<file path="src/rtl/construtor_caminho_if.sv">
// construtor_caminho_if: path node stream.
// Valid/ready handshake; ultimo marks the fonte beat.
interface construtor_caminho_if #(
  parameter int ADDR_WIDTH = 10
) ();
  logic                  valid;
  logic [ADDR_WIDTH-1:0] addr;
  logic                  ultimo;
  logic                  ready;

  modport master (
    output valid,
    output addr,
    output ultimo,
    input  ready
  );

  modport slave (
    input  valid,
    input  addr,
    input  ultimo,
    output ready
  );
endinterface

</file>
<file path="src/rtl/construtor_caminho.sv">
// construtor_caminho: walks the predecessor memory from destino to fonte.
// Streams every path node, destino first, fonte last.
module construtor_caminho #(
  parameter int ADDR_WIDTH = 10,
  parameter int MAX_PASSOS = 1024
) (
  input  logic                    clk,
  input  logic                    rst,
  input  logic                    iniciar_in,
  input  logic [ADDR_WIDTH-1:0]   fonte_in,
  input  logic [ADDR_WIDTH-1:0]   destino_in,
  output logic                    anterior_rd_en_out,
  output logic [ADDR_WIDTH-1:0]   anterior_rd_addr_out,
  input  logic [ADDR_WIDTH-1:0]   anterior_rd_data_in,
  construtor_caminho_if.master    caminho,
  output logic                    caminho_pronto_out,
  output logic                    erro_out,
  output logic                    ocupado_out
);

  typedef enum logic [2:0] {
    OCIOSO,
    EMITIR,
    LER,
    AGUARDAR,
    FIM,
    ERRO
  } estado_t;

  localparam logic [ADDR_WIDTH:0] LIMITE =
    (ADDR_WIDTH+1)'(MAX_PASSOS);

  estado_t               estado;
  estado_t               prox;
  logic [ADDR_WIDTH-1:0] atual;
  logic [ADDR_WIDTH-1:0] fonte;
  // One bit wider than an address so MAX_PASSOS itself is reachable.
  logic [ADDR_WIDTH:0]   passos;
  logic [ADDR_WIDTH:0]   passos_inc;
  logic                  eh_fonte;
  logic                  hs;

  assign passos_inc = passos + 1'b1;
  assign eh_fonte   = (atual == fonte);
  assign hs         = (estado == EMITIR) && caminho.ready;

  always_ff @(posedge clk) begin
    if (rst) begin
      estado <= OCIOSO;
      atual  <= '0;
      fonte  <= '0;
      passos <= '0;
    end else begin
      estado <= prox;
      unique case (1'b1)
        (estado == OCIOSO) && iniciar_in: begin
          fonte  <= fonte_in;
          atual  <= destino_in;
          passos <= '0;
        end
        hs:                   passos <= passos_inc;
        (estado == AGUARDAR): atual  <= anterior_rd_data_in;
        default: ;
      endcase
    end
  end

  always_comb begin
    prox                 = estado;
    caminho.valid        = 1'b0;
    caminho.addr         = '0;
    caminho.ultimo       = 1'b0;
    anterior_rd_en_out   = 1'b0;
    anterior_rd_addr_out = '0;
    caminho_pronto_out   = 1'b0;
    erro_out             = 1'b0;
    ocupado_out          = (estado != OCIOSO);
    unique case (estado)
      OCIOSO: begin
        if (iniciar_in) prox = EMITIR;
      end
      EMITIR: begin
        caminho.valid  = 1'b1;
        caminho.addr   = atual;
        caminho.ultimo = eh_fonte;
        if (caminho.ready) begin
          if (eh_fonte)                  prox = FIM;
          else if (passos_inc == LIMITE) prox = ERRO;
          else                           prox = LER;
        end
      end
      LER: begin
        anterior_rd_en_out   = 1'b1;
        anterior_rd_addr_out = atual;
        prox                 = AGUARDAR;
      end
      AGUARDAR: prox = EMITIR;
      FIM: begin
        caminho_pronto_out = 1'b1;
        prox               = OCIOSO;
      end
      ERRO: begin
        erro_out = 1'b1;
        prox     = OCIOSO;
      end
      default: prox = OCIOSO;
    endcase
  end

endmodule

</file>
<file path="src/flat_wrapper.sv">
// flat-port wrapper written by rule: the top's interface ports become plain ports
module construtor_caminho_flat 
#(
  parameter int ADDR_WIDTH = 10,
  parameter int MAX_PASSOS = 1024
)
  (clk, rst, iniciar_in, fonte_in, destino_in, anterior_rd_en_out, anterior_rd_addr_out, anterior_rd_data_in, caminho_pronto_out, erro_out, ocupado_out, caminho_valid, caminho_addr, caminho_ultimo, caminho_ready);
  construtor_caminho_if #(.ADDR_WIDTH(ADDR_WIDTH)) caminho_i ();
  input  logic clk;
  input  logic rst;
  input  logic iniciar_in;
  input  logic [ADDR_WIDTH-1:0] fonte_in;
  input  logic [ADDR_WIDTH-1:0] destino_in;
  output logic anterior_rd_en_out;
  output logic [ADDR_WIDTH-1:0] anterior_rd_addr_out;
  input  logic [ADDR_WIDTH-1:0] anterior_rd_data_in;
  output logic caminho_pronto_out;
  output logic erro_out;
  output logic ocupado_out;
  output wire logic [$bits(caminho_i.valid)-1:0] caminho_valid;
  output wire logic [$bits(caminho_i.addr)-1:0] caminho_addr;
  output wire logic [$bits(caminho_i.ultimo)-1:0] caminho_ultimo;
  input wire logic [$bits(caminho_i.ready)-1:0] caminho_ready;
  assign caminho_valid = caminho_i.valid;
  assign caminho_addr = caminho_i.addr;
  assign caminho_ultimo = caminho_i.ultimo;
  assign caminho_i.ready = caminho_ready;
  construtor_caminho #(.ADDR_WIDTH(ADDR_WIDTH), .MAX_PASSOS(MAX_PASSOS)) u_core (.clk(clk), .rst(rst), .iniciar_in(iniciar_in), .fonte_in(fonte_in), .destino_in(destino_in), .anterior_rd_en_out(anterior_rd_en_out), .anterior_rd_addr_out(anterior_rd_addr_out), .anterior_rd_data_in(anterior_rd_data_in), .caminho(caminho_i), .caminho_pronto_out(caminho_pronto_out), .erro_out(erro_out), .ocupado_out(ocupado_out));
endmodule
</file>
<file path="config.mk">
export PLATFORM = sky130hd
export DESIGN_NAME = construtor_caminho_flat
export DESIGN_NICKNAME = d
export VERILOG_FILES = /design/src/rtl/construtor_caminho_if.sv /design/src/rtl/construtor_caminho.sv /design/src/flat_wrapper.sv
export SDC_FILE = /design/constraint.sdc
export NUM_CORES = 1
export LEC_CHECK = 0
export ABC_AREA = 1
export ABC_CLOCK_PERIOD_IN_PS = 4400
export BUFFER_PORTS_ARGS = -buffer_cell sky130_fd_sc_hd__buf_4
export CORE_ASPECT_RATIO = 2
export CORE_UTILIZATION = 57
export CTS_BUF_LIST = sky130_fd_sc_hd__clkbuf_8
export DETAILED_ROUTE_END_ITERATION = 16
export PLACE_DENSITY_LB_ADDON = 0.12
export SKIP_CTS_REPAIR_TIMING = 1
export SYNTH_ARGS = -nofsm -noshare
export SYNTH_HDL_FRONTEND = slang
export SYNTH_SLANG_ARGS = --single-unit
</file>
<file path="constraint.sdc">
create_clock -name clk -period 4.4 [get_ports clk]
set_input_delay 0.22 -clock clk [delete_from_list [all_inputs] [get_ports clk]]
set_output_delay 0.22 -clock clk [all_outputs]
set_load 0.02 [all_outputs]
</file>
==> metrics.yaml, run 1 <==
status: "finished clean"
stdcell_count: 395
vias: 2114
wl_mm: 4.96
die_h_microns: 83.6
rsz0062_at_grt: "no"
crit_arrival_ns: 2.07
avgViaCountPerCell: 5.35
fin_hold_ws_ns: 0.190
drtIter0Drc: 47
dp_cells: 387
ant_nets: 0
drv_cap: 0
finalSetupTns_ns: 0
slew_headroom_pct: 54.2
finClkSkew_ns: 0.00679
wl_per_cell_microns: 12.6
min_path_type: "primary input to flip-flop"
synth_warnings: 0
power.density_nw_per_um2: 333
comb_power_share_pct: 26.9
numPortBuffers: 59
setup_violations: 0
numCtsBuffers: 5
synth_cell_types: 25
switchingPower_uw: 269
cts_root_buf: "clkbuf_8"
syn_nets: 342
path_common_cell: "nand2_1"
worst_setup_path_end_kind: "flip-flop"
core_area_sq_um: 3160
seqCellArea_sq_um: 681
grt_pass1_vias: 2010
finalMaxSlewViolations: 0
min_period_over_period_pct: 43.4
critPathMaxStageDelay_ns: 0.50
htreeDepth: 2
ys_ff_latch: 34
vdd_drop_max_uv: 266
multi_input_area_sq_um: 1020
finalHoldViolCount: 0
power.leakage_uw: 0.00109
cts_max_path_buffers: 2
grt_pass1_wl_mm: 8.02
clock-sinks: 34
cp_max_fo: 21
route.detailed.drc: 0
layout_min_cycle_time_ns: 1.91
max_freq_mhz: 524
hpwlAfterDp_mm: 3.92
grt_start_max_net_pins: 26
start_kind: "flip-flop"
dieArea_sq_um: 3580
clk_latency_ns: 0.28
layout.nets: 398
area.growth.synth_to_final_pct: 28.1
track_usage_pct: 28.9
diodes: 0
critPathRequiredTime_ns: 4.57
die_x_microns: 42.8
cts.clk_slew.worst_paths_ns: 0.07
drtPass1Iterations: 4
place_congestion: 0.869
synthCells: 307
io_pins: 60
syn_avg_cell_area_sq_um: 6.19
worst_path_max_delay_cell: "nand3_1"
row_count: 29
cts_tree: "built"
ys_seq_area_share_pct: 35.8
worst_pin_slew_ns: 0.686
grt-ovfl-total: 0
p_seq_share_pct: 44.0
intPower_uw: 540
n_fill_cell: 258
syn_area_sq_um: 1900
path_cells: "nor2_1 -> nand3_1 -> nand2_1 -> clkinv_1 -> nand2_1 -> a21oi_1"
path_class: "flip-flop to flip-flop"
antenna_found_initial: 0
finalPower_uw: 809
p_sw_share_pct: 33.2
initial_core_util_pct: 60.2
p_clk_share_pct: 29.1
drive_gt1_share_pct: 22.3
-- area by class of cell --
cell class | instances | share of cell area, %
multi-input combinational | 222 | 42.0
sequential | 34 | 28.0
timing repair buffer | 60 | 18.5
inverter | 40 | 6.17
clock buffer | 6 | 3.40
tap | 31 | 1.59
clock inverter | 2 | 0.360
-- synth_stat cells --
| master | n | area share, % |
|---|---|---|
| ha_1 | 1 | 0.66 |
| dfxtp_1 | 34 | 36 |
| clkinv_1 | 2 | 0.40 |
| o21ai_0 | 12 | 3.2 |
| a211oi_1 | 1 | 0.40 |
| inv_1 | 37 | 7.3 |
| o21bai_1 | 1 | 0.40 |
| nand4_1 | 4 | 1.3 |
| nand2_1 | 92 | 18 |
| nand3b_1 | 1 | 0.40 |
| a21oi_1 | 22 | 5.8 |
| nand3_2 | 2 | 1.1 |
| nand2_2 | 3 | 0.99 |
| nand3_1 | 24 | 6.3 |
| nor2_2 | 7 | 2.3 |
| clkbuf_1 | 8 | 1.6 |
| buf_4 | 1 | 0.40 |
| a21oi_2 | 1 | 0.46 |
| buf_2 | 2 | 0.53 |
| or2_1 | 1 | 0.33 |
| nor2_1 | 34 | 6.7 |
| xor2_1 | 2 | 0.92 |
| nor3_1 | 4 | 1.1 |
| inv_2 | 1 | 0.20 |
| a31oi_1 | 10 | 3.3 |
-- power groups by stage --
stage          combinational (uW)  clock [uW]  sequential [uW]
2_1_floorplan                 148           0              358
3_3_place_gp                  214           0              361
3_5_place_dp                  218           0              362
4_1_cts                       219         236              355
5_1_grt                       242         250              360
6_report                      218         235              356
-- registers in the layout, indices dropped and copies added (netlist names) --
register       cells
u_core.atual      10
u_core.estado      3
u_core.fonte      10
u_core.passos     11
-- layer usage --
metal | routed length (microns) | track usage [%] | share of wire (%) | up-vias
met3 | 175 | 4.98 | 3.5 | 15
met5 | 0 | 0 | 0 | -
li1 | - | - | - | 1087
met1 | 1660 | 24.2 | 33 | 949
met4 | 151 | 13.6 | 3.0 | 0
met2 | 2970 | 58.5 | 60 | 63
-- logic make-up after synthesis --
kind of cell	count (synthesis)	synth area share [%]
and+or+nand+nor	172	38.7
DFF	34	35.8
xor gates and xnor gates	2	0.922
AOI/OAI and AO/OA	47	13.5
buffers and inverters	51	10.4
adders and majority gates	1	0.659
-- cell usage in the layout (no fill, tap or decap), drive strengths merged --
| cell | Yosys | final |
|---|---|---|
| a21oi | 23 | 23 |
| dfxtp | 34 | 34 |
| nor2 | 41 | 41 |
| or2 | 1 | 1 |
| inv | 38 | 39 |
| o21bai | 1 | 1 |
| nand4 | 4 | 4 |
| buf | 3 | 60 |
| a31oi | 10 | 10 |
| ha | 1 | 1 |
| clkinv | 2 | 3 |
| nand3 | 26 | 26 |
| nand2 | 95 | 95 |
| o21ai | 12 | 12 |
| xor2 | 2 | 2 |
| nand3b | 1 | 1 |
| a211oi | 1 | 1 |
| nor3 | 4 | 4 |
| clkbuf | 8 | 6 |
-- worst max-delay path: cells and delay by family, from the launching register on --
| kind | cells | cell delay (ns) |
|---|---|---|
| simple gates | 4 | 1.07 |
| compound gates | 1 | 0.07 |
| buf+inv | 1 | 0.29 |
| flops | 1 | 0.35 |
-- worst paths after layout --
path | start | end | slack (ns) | cells after the start
setup / recovery | u_core.estado[1]$_SDFFE_PP0P_ | u_core.passos[1]$_SDFFE_PP0P_ | 2.49 | 6
hold / removal | fonte_in[9] | u_core.fonte[9]$_SDFFE_PP0P_ | 0.19 | 3
setup reg to reg | u_core.estado[1]$_SDFFE_PP0P_ | u_core.passos[1]$_SDFFE_PP0P_ | 2.49 | 6
hold reg to reg | u_core.fonte[4]$_SDFFE_PP0P_ | u_core.fonte[4]$_SDFFE_PP0P_ | 0.47 | 2
-- through the flow --
stage / instance area (sq um) / utilization (%) / setup WS (ns)
floorplan: 1900 / - / 2.62
global placement: 2340 / 74.2 / 2.63
detailed placement: 2340 / 74.2 / 2.55
CTS: 2430 / 77.1 / 2.52
global route: 2430 / 77.1 / 2.29
finish: 2430 / 77.1 / 2.49
Note: power is estimated with default switching activity, not from simulation.
==> run 2: changes to the inputs <==
--- a/config.mk
+++ b/config.mk
@@ -6,10 +6,10 @@
 export NUM_CORES = 1
 export LEC_CHECK = 0
 export ABC_AREA = 1
-export ABC_CLOCK_PERIOD_IN_PS = 4400
+export ABC_CLOCK_PERIOD_IN_PS = 1600
 export BUFFER_PORTS_ARGS = -buffer_cell sky130_fd_sc_hd__buf_4
 export CORE_ASPECT_RATIO = 2
-export CORE_UTILIZATION = 57
+export CORE_UTILIZATION = 47
 export CTS_BUF_LIST = sky130_fd_sc_hd__clkbuf_8
 export DETAILED_ROUTE_END_ITERATION = 16
 export PLACE_DENSITY_LB_ADDON = 0.12
==> constraint.sdc (replaced) <==
create_clock -name clk -period 1.6 [get_ports clk]
set_input_delay 0.08 -clock clk [delete_from_list [all_inputs] [get_ports clk]]
set_output_delay 0.08 -clock clk [all_outputs]
set_load 0.02 [all_outputs]
==> metrics.yaml, run 2 (synthesized netlist as in run 1, its figures left out) <==
biggestRegsByFlops: "u_core.passos: 11 flops, u_core.atual: 10 flops, u_core.fonte: 10 flops"
cts_tree: "built"
drtPass1Iterations: 4
max_freq_mhz: 614
initial_core_util_pct: 49.4
cts.clk_slew.worst_paths_ns: 0.06
route.detailed.drc: 0
rr_startpoint: "u_core.passos[1]$_SDFFE_PP0P_"
layout_common_cells: "90 x nand2_1, 65 x buf_4, 34 x inv_1"
vias: 2250
cp_max_fo: 6
start_kind: "flip-flop"
worst_path_max_delay_cell: "dfxtp_4"
drive_gt1_share_pct: 36.1
grt-ovfl-total: 0
status: "finished, violations left"
rsz0062_at_grt: "yes"
finalMaxSlewViolations: 0
vdd_drop_max_uv: 718
grt_start_max_net_pins: 26
io_pins: 60
slew_headroom_pct: 79.7
drtIter0Drc: 36
min_from: "fonte_in[9]"
path_cells: "inv_4 -> nor2_4 -> inv_2 -> nor2_4 -> buf_6 -> inv_6 -> buf_12 -> nor2_4 -> buf_6"
setup_ws_ns: -0.0290
grt_pass1_vias: 2163
die_h_microns: 91.9
wl_mm: 6.02
drv_cap: 0
numCtsBuffers: 5
critPathRequiredTime_ns: 1.52
layout_min_cycle_time_ns: 1.63
grt_pass1_wl_mm: 8.79
rrSetupSlack_ns: 0.04
power.density_nw_per_um2: 864
path_class: "flip-flop to primary output"
largest_register_ffs: 11
diodes: 0
worst_setup_path_end_kind: "primary output"
wl_per_cell_microns: 13.9
place_congestion: 0.910
worst_pin_slew_ns: 0.305
htreeDepth: 2
top_register: "u_core.passos"
r2r_cells: 11
min_period_over_period_pct: 102
track_usage_pct: 28.3
dieArea_sq_um: 4310
area.growth.synth_to_final_pct: 50.1
path_common_cell: "nor2_4"
finalPower_uw: 2460
final_common_cell: "nand2_1"
cts_root_buf: "clkbuf_8"
crit_arrival_ns: 1.55
cts_max_path_buffers: 2
core_area_sq_um: 3840
ant_nets: 0
finClkSkew_ns: 0.00494
fin_hold_ws_ns: 0.0475
row_count: 32
holdPathEnd: "u_core.fonte[9]$_SDFFE_PP0P_"
r2r-end: "u_core.estado[1]$_SDFFE_PP0P_"
antenna_found_initial: 0
clock-sinks: 34
finalSetupTns_ns: -0.0544
min_path_type: "primary input to flip-flop"
clk_latency_ns: 0.29
violations: "negative setup slack"
power.leakage_uw: 0.00122
hpwlAfterDp_mm: 4.28
finalHoldViolCount: 0
avgViaCountPerCell: 5.20
critPathMaxStageDelay_ns: 0.38
die_x_microns: 47.0
setup_violations: 6
min_path_cells: 3
numPortBuffers: 59
layout.nets: 417
## run 2: power breakdown
part           internal, uW  switching (uW)  leakage (uW)  total [uW]
clock network           286             293     0.0000466         579
logic                   379             516      0.000889         895
registers               929            60.8      0.000284         990
total                  1590             870       0.00122        2460
## run 2: layer usage
| layer | vias to the layer above | GRT usage [%] | wire (microns) |
|---|---|---|---|
| met2 | 73 | 53.5 | 3460 |
| met4 | 0 | 19.0 | 340 |
| met1 | 1028 | 22.9 | 1960 |
| met3 | 26 | 5.12 | 253 |
| met5 | - | 0 | 0 |
| li1 | 1123 | - | - |
## run 2: layout make-up
| class | count | area [sq um] |
|---|---|---|
| timing repair buffer | 78 | 657 |
| timing repair inverter | 1 | 7.51 |
| tap | 51 | 63.8 |
| inverter | 40 | 161 |
| fill | 325 | 992 |
| multi-input combinational | 222 | 1190 |
| clock buffer | 5 | 68.8 |
| sequential | 34 | 699 |
| clock inverter | 2 | 7.51 |
## run 2: worst max-delay path by stage
stage | cells after the start | from | endpoint | slack (ns)
finish | 9 | u_core.estado[0]$_SDFFE_PP0P_ | caminho_ultimo | -0.03
CTS | 9 | u_core.estado[0]$_SDFFE_PP0P_ | caminho_ultimo | -0.19
global placement | 12 | u_core.passos[0]$_SDFFE_PP0P_ | u_core.estado[1]$_SDFFE_PP0P_ | 0.06
global route | 9 | u_core.atual[0]$_SDFFE_PP0P_ | caminho_ultimo | -0.13
detailed placement | 12 | u_core.passos[1]$_SDFFE_PP0P_ | u_core.estado[1]$_SDFFE_PP0P_ | 0.008
floorplan | 9 | u_core.estado[0]$_SDFFE_PP0P_ | u_core.passos[10]$_SDFFE_PP0P_ | 0.08
## run 2: critical path: cells and delay by family (launching register included)
kind	cells	cell delay (ns)
DFF	1	0.38
buffers and inverters	6	0.54
and+or+nand+nor	3	0.33
## run 2: stage by stage
stage          util, %  setup slack (ns)  area [sq um]  std cells
6_report          74.2           -0.0290          2850        433
3_5_place_dp      64.4           0.00767          2480        421
2_1_floorplan        -            0.0781          1900        307
3_3_place_gp      64.4            0.0643          2480        421
4_1_cts           66.4            -0.192          2550        428
5_1_grt           74.2            -0.128          2850        433
==> run 3: changes to the inputs <==
--- a/config.mk
+++ b/config.mk
@@ -8,10 +8,11 @@
 export ABC_AREA = 1
 export ABC_CLOCK_PERIOD_IN_PS = 1600
 export BUFFER_PORTS_ARGS = -buffer_cell sky130_fd_sc_hd__buf_4
-export CORE_ASPECT_RATIO = 2
+export CORE_ASPECT_RATIO = 1.5
 export CORE_UTILIZATION = 47
 export CTS_BUF_LIST = sky130_fd_sc_hd__clkbuf_8
 export DETAILED_ROUTE_END_ITERATION = 16
+export MAX_ROUTING_LAYER = met4
 export PLACE_DENSITY_LB_ADDON = 0.12
 export SKIP_CTS_REPAIR_TIMING = 1
 export SYNTH_ARGS = -nofsm -noshare
==> metrics.yaml, run 3 (synthesized netlist as in run 1, its figures left out) <==
finClkSkew_ns: 0.0114
largest_register_ffs: 11
critPathRequiredTime_ns: 1.52
p_seq_share_pct: 39.9
crit_arrival_ns: 1.54
dieArea_sq_um: 4300
setup_violations: 8
cpLargestDelayFamily: "buffers and inverters"
grt_pass1_vias: 1874
wl_mm: 5.23
ant_nets: 0
grt_start_max_net_pins: 26
die_h_microns: 79.9
fin_util_pct: 74.8
place_congestion: 0.885
avgViaCountPerCell: 5.19
finalHoldViolCount: 0
comb_power_share_pct: 33.9
clock-sinks: 34
grt-ovfl-total: 0
vias: 2185
numPortBuffers: 59
worst_setup_path_end_kind: "primary output"
critPathBufInv: 6
numCtsBuffers: 5
min_path_type: "primary input to flip-flop"
layout.nets: 412
rsz0062_at_grt: "yes"
vdd_drop_max_uv: 757
power.leakage_uw: 0.00119
fin_hold_ws_ns: 0.0477
min_period_over_period_pct: 101
area.growth.synth_to_final_pct: 49.0
dp_cells: 406
max_freq_mhz: 617
top_register: "u_core.passos"
power.density_nw_per_um2: 876
wl_per_cell_microns: 12.4
layout_common_cells: "90 x nand2_1, 58 x buf_4, 31 x inv_1"
drtIter0Drc: 59
diodes: 0
finalMaxSlewViolations: 0
htreeDepth: 2
critPathMaxStageDelay_ns: 0.36
worst_pin_slew_ns: 0.349
rrSetupSlack_ns: 0.04
route.detailed.drc: 0
stdcell_count: 421
switchingPower_uw: 852
p_sw_share_pct: 34.4
cts_root_buf: "clkbuf_8"
violations: "negative setup slack"
path_class: "flip-flop to primary output"
drtPass1Iterations: 4
drive_gt1_share_pct: 37.0
path_cells: "inv_2 -> nor2_4 -> inv_2 -> nor2_4 -> buf_6 -> inv_4 -> clkbuf_16 -> nor2_4 -> buf_6"
io_pins: 60
core_area_sq_um: 3780
die_x_microns: 53.9
start_kind: "flip-flop"
row_count: 27
hpwlAfterDp_mm: 3.68
biggestRegsByFlops: "u_core.passos: 11 flops, u_core.atual: 10 flops, u_core.fonte: 10 flops"
place_ws_ns: -0.00673
cp_max_fo: 5
track_usage_pct: 24.4
initial_core_util_pct: 50.2
clk_latency_ns: 0.29
grt_pass1_wl_mm: 7.54
p_clk_share_pct: 26.2
layout_min_cycle_time_ns: 1.62
setup_ws_ns: -0.0221
cts.clk_slew.worst_paths_ns: 0.07
final_common_cell: "nand2_1"
antenna_found_initial: 0
cts_tree: "built"
worst_path_max_delay_cell: "dfxtp_2"
drv_cap: 0
intPower_uw: 1630
path_common_cell: "nor2_4"
slew_headroom_pct: 76.7
cts_max_path_buffers: 2
status: "finished, violations left"
[run 3: cell count changes in the layout (fill, tap and decap cells not counted), sizes merged]
cell,change
inv,-1
clkbuf,+1
clkinv,+1
buf,-4
clkinvlp,-1
[run 3: layer usage]
metal  track usage [%]  vias up  wire length, microns
li1                  -     1120                     -
met1              24.6      990                  2000
met2              44.7       63                  2910
met3              4.00       12                   203
met4              8.68        0                   116
met5                 -        -                     0
[run 3: per-stage QoR]
step           cell area, sq um  setup TNS, ns  power, uW
6_report                   2830         -0.109       2480
5_1_grt                    2830         -0.927       2610
4_1_cts                    2500         -0.815       2260
3_5_place_dp               2410       -0.00673       1620
3_3_place_gp               2410              0       1610
2_1_floorplan              1900              0       1390
[run 3: worst min-delay path: cells and delay by family]
| family | cells | cell delay [ns] |
|---|---|---|
| simple gates | 1 | 0.04 |
| buf+inv | 1 | 0.08 |
| compound gates | 1 | 0.10 |
[run 3: power by group through the flow]
stage                     registers, uW  logic (uW)  clock network (uW)
after floorplan                     984         408                   0
after detailed placement            993         631                   0
after global routing                999         922                 689
after global placement              990         623                   0
final                               989         840                 650
after CTS                           974         632                 657
[run 3: path summary, 6_finish.rpt]
| check | start | to | cells past startpoint |
|---|---|---|---|
| hold / removal | fonte_in[7] | u_core.fonte[7]$_SDFFE_PP0P_ | 3 |
| hold reg to reg | u_core.fonte[3]$_SDFFE_PP0P_ | u_core.fonte[3]$_SDFFE_PP0P_ | 2 |
| setup reg to reg | u_core.passos[0]$_SDFFE_PP0P_ | u_core.estado[1]$_SDFFE_PP0P_ | 12 |
| setup / recovery | u_core.estado[0]$_SDFFE_PP0P_ | caminho_addr[9] | 9 |
[run 3: cell type report]
cell class                      instances  area, sq um
Sequential cell                        34          701
Fill cell                             311          953
Clock inverter                          2         8.76
Inverter                               40          156
Clock buffer                            6         82.6
Tap cell                               43         53.8
Timing Repair Buffer                   74          638
Multi-Input combinational cell        222         1190
